`src/rtl/alu_decode_stage.sv`:
```
// RV32I ALU-class decode stage: decodes OP / OP-IMM / LUI / AUIPC into ALU controls
// and holds them in a one-entry valid/ready pipeline register.

package alu_decode_pkg;

   typedef enum logic [3:0] {
      ALU_ADD  = 4'd0,
      ALU_SUB  = 4'd1,
      ALU_SLL  = 4'd2,
      ALU_SLT  = 4'd3,
      ALU_SLTU = 4'd4,
      ALU_XOR  = 4'd5,
      ALU_SRL  = 4'd6,
      ALU_SRA  = 4'd7,
      ALU_OR   = 4'd8,
      ALU_AND  = 4'd9,
      ALU_PASS = 4'd10
   } alu_op_e;

   localparam logic [1:0] ASEL_RS1  = 2'd0;
   localparam logic [1:0] ASEL_PC   = 2'd1;
   localparam logic [1:0] ASEL_ZERO = 2'd2;
   localparam logic       BSEL_RS2  = 1'b0;
   localparam logic       BSEL_IMM  = 1'b1;

   localparam logic [6:0] OPC_OP    = 7'b0110011;
   localparam logic [6:0] OPC_OPIMM = 7'b0010011;
   localparam logic [6:0] OPC_LUI   = 7'b0110111;
   localparam logic [6:0] OPC_AUIPC = 7'b0010111;

   typedef struct packed {
      alu_op_e     alu_op;
      logic [1:0]  a_sel;
      logic        b_sel;
      logic [31:0] imm;
      logic [4:0]  rs1;
      logic [4:0]  rs2;
      logic [4:0]  rd;
      logic        we;
      logic        illegal;
   } dec_t;

   localparam dec_t DEC_RESET = '{
      alu_op:  ALU_ADD,
      a_sel:   ASEL_RS1,
      b_sel:   BSEL_RS2,
      imm:     32'd0,
      rs1:     5'd0,
      rs2:     5'd0,
      rd:      5'd0,
      we:      1'b0,
      illegal: 1'b0
   };

endpackage

module alu_decode_stage
   import alu_decode_pkg::*;
(
   input  logic        clk_i,
   input  logic        rst_ni,
   input  logic        flush_i,
   input  logic        valid_i,
   output logic        ready_o,
   input  logic [31:0] instr_i,
   input  logic [31:0] pc_i,
   output logic        valid_o,
   input  logic        ready_i,
   output alu_op_e     alu_op_o,
   output logic [1:0]  a_sel_o,
   output logic        b_sel_o,
   output logic [31:0] imm_o,
   output logic [4:0]  rs1_o,
   output logic [4:0]  rs2_o,
   output logic [4:0]  rd_o,
   output logic        we_o,
   output logic        illegal_o,
   output logic [31:0] pc_o
);

   localparam int Width = 32;

   logic [6:0]       opcode;
   logic [2:0]       funct3;
   logic [6:0]       funct7;
   logic [Width-1:0] imm_i_type;
   logic [Width-1:0] imm_u_type;
   logic [Width-1:0] imm_shamt;
   logic             legal;
   logic             accept;

   dec_t             dec;
   dec_t             held;
   logic             held_vld;
   logic [Width-1:0] held_pc;

   assign opcode     = instr_i[6:0];
   assign funct3     = instr_i[14:12];
   assign funct7     = instr_i[31:25];
   assign imm_i_type = {{20{instr_i[31]}}, instr_i[31:20]};
   assign imm_u_type = {instr_i[31:12], 12'd0};
   assign imm_shamt  = {27'd0, instr_i[24:20]};

   // funct3 -> operation for the encodings shared by OP (funct7 = 0) and OP-IMM
   function automatic alu_op_e base_op(input logic [2:0] f3);
      alu_op_e op;
      case (f3)
         3'd0:    op = ALU_ADD;
         3'd1:    op = ALU_SLL;
         3'd2:    op = ALU_SLT;
         3'd3:    op = ALU_SLTU;
         3'd4:    op = ALU_XOR;
         3'd5:    op = ALU_SRL;
         3'd6:    op = ALU_OR;
         default: op = ALU_AND;
      endcase
      return op;
   endfunction

   always_comb begin
      dec         = DEC_RESET;
      dec.rs1     = instr_i[19:15];
      dec.rs2     = instr_i[24:20];
      dec.rd      = instr_i[11:7];
      legal       = 1'b1;

      case (opcode)
         OPC_OP: begin
            dec.a_sel = ASEL_RS1;
            dec.b_sel = BSEL_RS2;
            case (funct7)
               7'h00: dec.alu_op = base_op(funct3);
               7'h20: begin
                  if (funct3 == 3'd0)      dec.alu_op = ALU_SUB;
                  else if (funct3 == 3'd5) dec.alu_op = ALU_SRA;
                  else                     legal = 1'b0;
               end
               default: legal = 1'b0;
            endcase
         end

         OPC_OPIMM: begin
            dec.a_sel = ASEL_RS1;
            dec.b_sel = BSEL_IMM;
            case (funct3)
               3'd1: begin
                  dec.imm    = imm_shamt;
                  dec.alu_op = ALU_SLL;
                  if (funct7 != 7'h00) legal = 1'b0;
               end
               3'd5: begin
                  dec.imm = imm_shamt;
                  if (funct7 == 7'h00)      dec.alu_op = ALU_SRL;
                  else if (funct7 == 7'h20) dec.alu_op = ALU_SRA;
                  else                      legal = 1'b0;
               end
               default: begin
                  dec.imm    = imm_i_type;
                  dec.alu_op = base_op(funct3);
               end
            endcase
         end

         OPC_LUI: begin
            dec.alu_op = ALU_ADD;
            dec.a_sel  = ASEL_ZERO;
            dec.b_sel  = BSEL_IMM;
            dec.imm    = imm_u_type;
         end

         OPC_AUIPC: begin
            dec.alu_op = ALU_ADD;
            dec.a_sel  = ASEL_PC;
            dec.b_sel  = BSEL_IMM;
            dec.imm    = imm_u_type;
         end

         default: legal = 1'b0;
      endcase

      // Illegal words still flow down the pipe, but as a harmless ADD rs1+rs2
      if (!legal) begin
         dec.alu_op = ALU_ADD;
         dec.a_sel  = ASEL_RS1;
         dec.b_sel  = BSEL_RS2;
         dec.imm    = '0;
      end
      dec.illegal = !legal;
      dec.we      = legal && (dec.rd != 5'd0);
   end

   assign ready_o = !held_vld || ready_i;
   assign accept  = valid_i && ready_o;

   always_ff @(posedge clk_i or negedge rst_ni) begin
      if (!rst_ni) begin
         held_vld <= 1'b0;
         held     <= DEC_RESET;
         held_pc  <= '0;
      end else begin
         if (flush_i)      held_vld <= 1'b0;
         else if (accept)  held_vld <= 1'b1;
         else if (ready_i) held_vld <= 1'b0;

         // Payload only moves on a real accept; a flushed word never lands
         if (accept && !flush_i) begin
            held    <= dec;
            held_pc <= pc_i;
         end
      end
   end

   assign valid_o   = held_vld;
   assign alu_op_o  = held.alu_op;
   assign a_sel_o   = held.a_sel;
   assign b_sel_o   = held.b_sel;
   assign imm_o     = held.imm;
   assign rs1_o     = held.rs1;
   assign rs2_o     = held.rs2;
   assign rd_o      = held.rd;
   assign we_o      = held.we;
   assign illegal_o = held.illegal;
   assign pc_o      = held_pc;

endmodule

```
`config.mk`:
```
export PLATFORM = sky130hd
export DESIGN_NAME = alu_decode_stage
export DESIGN_NICKNAME = d
export VERILOG_FILES = /design/src/rtl/alu_decode_stage.sv
export SDC_FILE = /design/constraint.sdc
export NUM_CORES = 1
export LEC_CHECK = 0
export ABC_CLOCK_PERIOD_IN_PS = 2000
export BUFFER_PORTS_ARGS = -buffer_cell sky130_fd_sc_hd__clkbuf_2
export CAP_MARGIN = 5
export CORE_ASPECT_RATIO = 0.5
export CORE_MARGIN = 3
export CORE_UTILIZATION = 48
export DETAILED_ROUTE_END_ITERATION = 8
export PLACE_DENSITY_LB_ADDON = 0.08
export SLEW_MARGIN = 30
export SYNTH_ARGS = -nofsm -noshare
export SYNTH_HDL_FRONTEND = slang
export SYNTH_SLANG_ARGS = --single-unit
```
`constraint.sdc`:
```
create_clock -name clk_i -period 2 [get_ports clk_i]
set_clock_uncertainty 0.2 [all_clocks]
set_input_delay 0.1 -clock clk_i [delete_from_list [all_inputs] [get_ports clk_i]]
set_output_delay 0.1 -clock clk_i [all_outputs]
set_load 0.1 [all_outputs]
```
---- Word level (Yosys, flattened, before mapping) ----
Cells that the tools add are included.
storage, ports and cells
  register bits after elaboration ......... 89
  bits of input ports ..................... 69
  output and inout bits ................... 90
  logic and storage cells ................. 59
cells by class
  equality and inequality tests ........... 11
  mux-type cells .......................... 23
  reductions and logical operators ........ 14
operators with widths
  kind                                                  number
  one-hot mux 32 bit (2 select lines)                   1
  2-to-1 mux 39 bit                                     1
  2-to-1 mux 32 bit                                     1
  one-hot mux 4 bit (7 select lines)                    1
  one-hot mux 7 bit (4 select lines)                    1
  equality test 7 x 6 -> 1 bit (second input constant)  3
  one-hot mux 4 bit (5 select lines)                    1
  one-hot mux 4 bit (2 select lines)                    2
  equality test 7 x 5 -> 1 bit (second input constant)  2
  equality test 3 bit (second input constant)           3
  2-to-1 mux 3 bit                                      3
  2-to-1 mux 1 bit                                      8
  logical NOT 7 bit                                     1
  nonzero test 7 bit                                    1
  equality test 3 x 2 -> 1 bit (second input constant)  2
  nonzero test 5 bit                                    1
  2-to-1 mux 4 bit                                      1
  one-hot mux 1 bit (2 select lines)                    2
  OR reduction 2 bit                                    2
  equality test 3 x 1 -> 1 bit (second input constant)  1
  logical AND 1 bit                                     3
  logical NOT 1 bit                                     3
  logical NOT 3 bit                                     1
  one-hot mux 1 bit (3 select lines)                    1
  2 further kinds                                       2

---- Longest topological paths before layout ----
Gate-level depths: netlist (run 1).
  depth after elaboration ................. 6
  depth in mapped cells ................... 7
  gate-level depth less buffers ........... 5

---- Worst setup path before layout (run 1) ----
No wires, ideal clock.
  kind .................................... reg2reg
  start point ............................. register held_vld, in the netlist valid_o
  end point ............................... register held, in the netlist imm_o[12]
  library setup time ...................... 0.092 ns
  arrival ................................. 2.598 ns
  required time ........................... 1.708 ns
  setup slack ............................. -0.889 ns
  cell stages (with the launch flop) ...... 8
  path buffers ............................ 2
  clock period less this slack ............ 2.889 ns
  path through ............................ dfrtp_1 -> nor2b_1 -> inv_1 -> nand3b_1 -> clkbuf_1 -> clkbuf_1 -> nand2_1 -> o31ai_2
between the ends
  word-level cells in the longest chain between the ends .. 4
RTL lines
  what                    RTL line  text
  start, declared         94        logic held_vld;
  start signal, assigned  197       held_vld <= 1'b0;
  start signal, assigned  201       if (flush_i) held_vld <= 1'b0;
  start signal, assigned  202       else if (accept) held_vld <= 1'b1;
  logical NOT 1 bit       192       assign ready_o = !held_vld || ready_i;
  logical OR 1 bit        192
  via ready_o             64        output logic ready_o,
  logical AND 1 bit       193       assign accept = valid_i && ready_o;
  logical AND 1 bit       206       if (accept && !flush_i) begin
  end signal, assigned    198       held <= DEC_RESET;
  end signal, assigned    207       held <= dec;
  end, declared           93        dec_t held;
The timed path passes the listed nets, and every way through them passes these cells.
A chain may end at the register's enable or synchronous reset.

---- Worst setup path after layout (run 1) ----
  start point ............................. input instr_i[2]
  end point ............................... register held, in the netlist illegal_o
between the ends
  word-level cells in the longest chain between the ends .. 4
  elaborated cells between the ends (all ways) .. 7
  classes of those cells .................. 4 x eq/ne; 1 x mux; 2 x reduce/logical
RTL lines
  what                                                                                 RTL line  text
  start, declared                                                                      65        input logic [31:0] instr_i,
  equality test 7 x 5 -> 1 bit / equality test 7 x 6 -> 1 bit (equally long branches)  127       case (opcode)
  OR reduction 2 bit (no line)                                                         --
  one-hot mux 1 bit (3 select lines) *                                                 127
  logical NOT 1 bit *                                                                  188       dec.illegal = !legal;
Every way passes the cells marked *; elsewhere a longest branch is shown, timed or not.

==> key figures, run 1 <==
Global routing
  • Total grt overflow: 0
  • Vias in the first global route: 3389
  • First-pass GRT wire length: 16310 microns
  • Gr usage total: 0.2368
  • Initial antenna violation count: 0
  • Largest net degree at the start of global routing: 66

Synthesis
  • Seq/Total Area, Yosys: 0.5961
  • Synth Cell Area: 3736 sq um
  • Synth cell types: 38
  • Area contributors post-synth: dfrtp_1 (60%), nand2_1 (18%), a31oi_1 (3.9%)
  • Synth Area in Simple Gates: 0.2579
  • Seq cells post-synth: 89
  • Yosys top cell by area: dfrtp_1
  • Mux contribution to synthesized area: 0.003014
  • XOR/XNOR share of the synthesized area: 0.002344
  • Cells after synthesis: 409
  • Post-synthesis compound-gate area fraction: 0.1098
  • Synth top area share: 0.5961
  • Synth Area per Inst: 9.135 sq um
  • Synth Warn #: 0
  • Async set-reset flop share out of synthesis: 1.000
  • Post-synth EDFFs: 0
  • Top_reg_cell synth: dfrtp_1
  • Net Count, Synth: 478
  • Largest family of logic cells by synthesized area: simple AND/OR/NAND/NOR gates
  • Adder-cell share of the synthesized area: 0

Floorplanning
  • I/O pins: 159
  • Die Y: 68.39 microns
  • Die Wd: 130.8 microns
  • Die area: 8942 sq um
  • Num rows: 22
  • Area of the core: 7432 sq um
  • Initial Utilization: 0.5027

Drt
  • Drt via density: 5.010
  • Antenna-violating nets left: 0
  • Wire per inst: 14.71 microns
  • DRC: 0
  • Via count: 3637
  • First DRT Iteration DRCs: 130
  • Detailed Routing Iterations Pass 1: 4
  • DRT Wirelength: 10680 microns

Timing
  • Maximum clock rate: 508.2 MHz
  • Relative slew slack: 0.6204
  • Setup violators final: 0
  • Final hold vios: 1
  • Fin crit share: 0.9838
  • Worst Max-Slew Pin Slew: 571.8 ps
  • Unrepaired setup endpoints after global routing: true
  • Hold Slack: -1.975 ps
  • Tmin final: 1968 ps
  • Final max-slew violation count: 0
  • Sum Neg Setup Slack: 0 ps

Outcome
  • Outcome: finished with violations
  • Violated checks: hold timing

Job
  • Max-cap viol count: 0

Power and ir drop
  • Lkg Pwr: 0.002972 uW
  • Maximum VDD drop: 0.5463 mV
  • PwrDens: 1067 nW/um^2

Placed design
  • Port bufs: 158
  • HPWL Detailed: 6817 microns
  • Dpl cell area: 4737 sq um
  • Gpl congestion: 0.8745

Setup path
  • CP Max Fanout: 6
  • Crit-path max cell delay: 530 ps
  • Setup crit start kind: input pin
  • Cells along the critical path: dlygate4sd3_1, clkbuf_2, or4_4, a211o_4, o41a_4, mux2_2
  • CP Class: in2reg
  • Buf/Inv on CP: 2
  • Critical Path Sink Type: flip-flop
  • Slowest CP cell: dlygate4sd3_1
  • Worst EP required: 2020 ps
  • CP delay by family, top: buffers and inverters
  • Worst EP arrival: 1980 ps

Clocking
  • Root Buffer: clkbuf_16
  • Maximum clock path buffer count: 2
  • Num CTS Buffers: 9
  • CTS clk-pin slew, worst paths: 60 ps
  • CTS tree: done
  • Clk sinks: 89
  • H-tree levels: 3
  • Worst skew pair latency: 330 ps

Cells and area
  • Filler cells: 529
  • Area growth syn-to-layout: 51.91%
  • Layout cells sized above 1: 0.3270
  • Post-route cell area: 5675 sq um
  • Antenna diodes: 0
  • Final nets: 694
  • Final Util: 0.7636

Hold path
  • Min-delay worst type: in2reg
==> synth_stat cells (3+ instances only) <==
| cell type | number |
|---|---|
| nor2_1 | 28 |
| o21ai_0 | 15 |
| nand2_1 | 177 |
| a21oi_1 | 3 |
| nand3_1 | 3 |
| inv_1 | 3 |
| a22o_1 | 7 |
| nor2b_1 | 3 |
| a31oi_1 | 23 |
| buf_1 | 3 |
| dfrtp_1 | 89 |
| clkbuf_1 | 22 |
==> per-stage QoR <==
stage | cells | setup slack (ps) | total power, uW | hold slack (ps)
6_report | 726 | 32.45 | 6054 | -1.975
2_1_floorplan | 409 | -311.9 | 3898 | -395.6
3_5_place_dp | 649 | 105.4 | 4332 | -177.4
3_3_place_gp | 649 | 120.1 | 4314 | -179.7
4_1_cts | 726 | 7.925 | 6091 | -12.24
5_1_grt | 726 | -2.890 | 6277 | 7.523
==> path summary, 6_finish.rpt <==
| kind | start | to | slack [ps] | depth (start not counted) |
|---|---|---|---|---|
| max reg2reg | valid_o$_DFFE_PN0P_ | pc_o[0]$_DFFE_PN0P_ | 220 | 6 |
| max in group asynchronous | rst_ni | valid_o$_DFFE_PN0P_ | 930 | 3 |
| min in group asynchronous | rst_ni | pc_o[21]$_DFFE_PN0P_ | 10 | 2 |
| max | instr_i[2] | illegal_o$_DFFE_PN0P_ | 30 | 6 |
| min | instr_i[3] | alu_op_o[1]$_DFFE_PN0P_ | -2 | 3 |
| min reg2reg | rd_o[0]$_DFFE_PN0P_ | rd_o[0]$_DFFE_PN0P_ | 270 | 2 |
==> layer usage <==
metal | global-route usage | part of all wire | vias to the layer above
met1 | 0.2924 | 0.42 | 1711
met3 | 0.06625 | 0.079 | 17
li1 | - | - | 1774
met2 | 0.4093 | 0.49 | 135
met5 | 0 | 0 | -
met4 | 0.07821 | 0.015 | 0
==> power by group <==
part | internal, uW | switching [uW]
clock | 997 | 656
combinational | 387 | 1910
sequential | 2000 | 107
==> area by class of cell <==
class                   instances  area, sq um  area share
clock inverters                 5        55.05    0.009700
inverters                       3        15.01    0.002646
flip-flops and latches         89         2231      0.3931
multi-input cells             290         1433      0.2524
well taps                      96        120.1     0.02116
clock buffers                  11        242.7     0.04277
repair buffers                232         1579      0.2782
==> sequential cells by signal, summed over array words and instances, names as in the netlist <==
| signal | count |
|---|---|
| rs2_o | 5 |
| we_o | 1 |
| rs1_o | 5 |
| alu_op_o | 4 |
| pc_o | 32 |
| valid_o | 1 |
| illegal_o | 1 |
| b_sel_o | 1 |
| imm_o | 32 |
| rd_o | 5 |
| a_sel_o | 2 |
==> placed cells by master, fill, tap and decap left out, drive strengths merged, types with 2 or more instances in the layout <==
| cell type | n |
|---|---|
| nand2 | 177 |
| clkbuf | 165 |
| dfrtp | 89 |
| dlygate4sd3 | 58 |
| nor2 | 28 |
| a31oi | 23 |
| buf | 17 |
| o21ai | 16 |
| a22o | 7 |
| clkinvlp | 3 |
| a21oi | 3 |
| dlymetal6s4s | 3 |
| nor4 | 3 |
| nor2b | 3 |
| nand2b | 3 |
| nand3 | 3 |
| nand3b | 2 |
| and3 | 2 |
| nand4 | 2 |
| inv | 2 |
| o211ai | 2 |
| clkinv | 2 |
| and2 | 2 |
| or4 | 2 |
| a211o | 2 |
==> worst min-delay path, stage by stage <==
cell	delay (ps)
clkbuf_2	140
or4_4	180
o41ai_2	70
==> logic make-up (layout without fill, tap and decap cells) <==
logic type                after synthesis  in the layout
AOI/OAI and AO/OA                      58             58
xor gates and xnor gates                1              1
muxes                                   1              1
DFF                                    89             89
buffers and inverters                  30            251
and+or+nand+nor                       230            230
==> timing repair <==
action                                 in CTS  in global routing
setup endpoints to repair                   0                 15
endpoints found under the hold margin     173                  0
gates resized for setup                     0                  8
buffers inserted                            0                  3
hold buffers                               61                  0
Power figures use the tool's default switching activity.
==> run 2, diff against run 1 <==
--- a/config.mk
+++ b/config.mk
@@ -13,6 +13,7 @@
 export CORE_UTILIZATION = 48
 export DETAILED_ROUTE_END_ITERATION = 8
 export PLACE_DENSITY_LB_ADDON = 0.08
+export RECOVER_POWER = 25
 export SLEW_MARGIN = 30
 export SYNTH_ARGS = -nofsm -noshare
 export SYNTH_HDL_FRONTEND = slang
==> run 2 against run 1 <==
  * The flow still finishes with violations (hold timing)
  * Combinational power about the same
  * Non-clock buffer count unchanged
  * Sequential share of layout area up 0.087 points
  * Cell count unchanged
  * Critical endpoint unchanged
  * Critical path depth unchanged
  * Total power about the same
  * Worst setup slack better by 0.81 ps
  * Hold slack worse by 1.5 ps
  * Register-to-register slack about the same
  * Highest routed layer unchanged
==> key figures, run 2 (same netlist as run 1, synthesis figures left out) <==
Outcome
  • Outcome: finished with violations
  • Violated checks: hold timing

Floorplanning
  • Die Wd: 130.8 microns (unchanged)
  • Initial Utilization: 0.5027 (unchanged)
  • Die area: 8942 sq um (unchanged)
  • I/O pins: 159 (unchanged)
  • Num rows: 22 (unchanged)
  • Die Y: 68.39 microns (unchanged)
  • Area of the core: 7432 sq um (unchanged)

Global routing
  • Met2 Track Usage GR: 0.4093 (unchanged)
  • Vias in the first global route: 3389 (unchanged)
  • GR Layer Usage met1: 0.2924 (unchanged)
  • Met3 Resource Use GR: 0.06625 (unchanged)
  • Top Usage Layer GRT: met2
  • Initial antenna violation count: 0 (unchanged)
  • First-pass GRT wire length: 16310 microns (unchanged)
  • Total grt overflow: 0 (unchanged)
  • Gr usage total: 0.2368 (unchanged)
  • Largest net degree at the start of global routing: 66 (unchanged)

Power and ir drop
  • Lkg Pwr: 0.002968 uW (-0.16%)
  • PwrDens: 1068 nW/um^2 (+0.13%)
  • Maximum VDD drop: 0.5477 mV (+0.26%)

Clocking
  • CTS clk-pin slew, worst paths: 60 ps (about the same)
  • Maximum clock path buffer count: 2 (unchanged)
  • H-tree levels: 3 (unchanged)
  • Worst skew pair latency: 330 ps (about the same)
  • CTS tree: done
  • Root Buffer: clkbuf_16
  • Num CTS Buffers: 9 (unchanged)
  • Clk sinks: 89 (unchanged)

Setup path
  • CP Class: in2reg
  • CP Max Fanout: 6 (unchanged)
  • Cells along the critical path: dlygate4sd3_1, clkbuf_2, or4_4, a211o_4, o41a_4, mux2_2
  • RR Endpoint: pc_o[0]$_DFFE_PN0P_
  • Setup crit start kind: input pin
  • CP Launch Point: instr_i[2]
  • Worst EP required: 2020 ps (about the same)
  • Critical Path Sink Type: flip-flop
  • Crit-path max cell delay: 530 ps (about the same)
  • Slowest CP cell: dlygate4sd3_1
  • Worst EP arrival: 1980 ps (about the same)
  • R2R cell count: 6 (unchanged)
  • R2R Path Start: valid_o$_DFFE_PN0P_
  • FF-to-FF setup slack: 220 ps (about the same)

Timing
  • Unrepaired setup endpoints after global routing: true
  • Final max-slew violation count: 0 (unchanged)
  • Final hold vios: 1 (unchanged)
  • Tmin final: 1967 ps (-0.8129 ps)
  • Hold Slack: -3.515 ps (-1.540 ps)
  • Worst Max-Slew Pin Slew: 872.3 ps (+300.6 ps)
  • Fin crit share: 0.9834 (about the same)
  • Maximum clock rate: 508.5 MHz (about the same)
  • Setup violators final: 0 (unchanged)
  • Relative slew slack: 0.4184 (-0.2020)

Placed design
  • Port bufs: 158 (unchanged)
  • HPWL Detailed: 6817 microns (unchanged)
  • Dpl cell area: 4737 sq um (unchanged)
  • Placed cell count: 649 (unchanged)
  • Gpl congestion: 0.8745 (unchanged)

Drt
  • Antenna-violating nets left: 0 (unchanged)
  • DRC: 0 (unchanged)
  • Wire per inst: 14.65 microns (-0.42%)
  • Drt via density: 5.003 (-0.14%)
  • Via count: 3632 (-0.14%)
  • DRT Wirelength: 10640 microns (-0.42%)
  • Detailed Routing Iterations Pass 1: 4 (unchanged)
  • First DRT Iteration DRCs: 154 (+18%)

Cells and area
  • Commonest non-fill, non-tap cell in the layout: nand2_1
  • Post-route cell area: 5663 sq um (-0.22%)
  • Layout Cells excl Fill: 726 (unchanged)
  • Layout cells sized above 1: 0.3270 (unchanged)
  • Area growth syn-to-layout: 51.57%
  • Final nets: 694 (unchanged)
  • Antenna diodes: 0 (unchanged)
  • Most frequent cells in the layout: nand2_1 (175), clkbuf_2 (154), dfrtp_1 (88)

Hold path
  • Min-delay worst type: in2reg
  • Hold path endpoint: alu_op_o[1]$_DFFE_PN0P_
  • Worst Hold Depth: 3 (unchanged)
  • Hold_sp: instr_i[3]

Job
  • Max-cap viol count: 0 (unchanged)
[run 2: repair_timing]
action                                 4_1_cts  5_1_grt
setup endpoints to repair                    0       15
hold buffers                                61        0
gates resized for setup                      0        8
endpoints found under the hold margin      173        0
setup buffers                                0        3
[run 2: metrics by stage]
| step | utilization | power (uW) | setup TNS (ps) | hold slack [ps] | worst slack (ps) |
|---|---|---|---|---|---|
| CTS | 0.7596 | 6091 | 0 | -12.24 | 7.925 |
| floorplan | - | 3898 | -19000 | -395.6 | -311.9 |
| detailed placement | 0.6374 | 4332 | 0 | -177.4 | 105.4 |
| global placement | 0.6374 | 4314 | 0 | -179.7 | 120.1 |
| finish | 0.7620 | 6049 | 0 | -3.515 | 33.26 |
| global route | 0.7620 | 6274 | -2.890 | 7.523 | -2.890 |
[run 2: critical path: cells and delay by family]
family          cells  cell delay, ps
mux                 1             280
compound gates      2             430
simple gates        1             520
buf+inv             2             650
[run 2: area by class of cell]
class | count | area [sq um]
inverters | 3 | 15.01
flip-flops and latches | 89 | 2231
repair buffers | 232 | 1567
clock buffers | 11 | 242.7
clock inverters | 5 | 55.05
well taps | 96 | 120.1
multi-input cells | 290 | 1433
fillers | 531 | 1769
[run 2: per-layer routing]
metal	wire (microns)	up-vias
met4	173	0
met1	4360	1719
met5	0	-
met3	783	16
li1	-	1773
met2	5318	124
[run 2: worst max path at each step]
stage                               to  slack [ps]  cells past startpoint
2_1_floorplan  alu_op_o[1]$_DFFE_PN0P_        -310                      7
3_3_place_gp     illegal_o$_DFFE_PN0P_         120                      6
3_5_place_dp     illegal_o$_DFFE_PN0P_         110                      6
4_1_cts          illegal_o$_DFFE_PN0P_           8                      6
5_1_grt        alu_op_o[1]$_DFFE_PN0P_          -3                      6
6_report         illegal_o$_DFFE_PN0P_          30                      6
[run 2: where the power goes]
group / switching [uW] / leakage [uW] / internal (uW)
clock: 655 / 0.000142 / 997
combinational: 1900 / 0.00171 / 384
sequential: 107 / 0.00112 / 2000
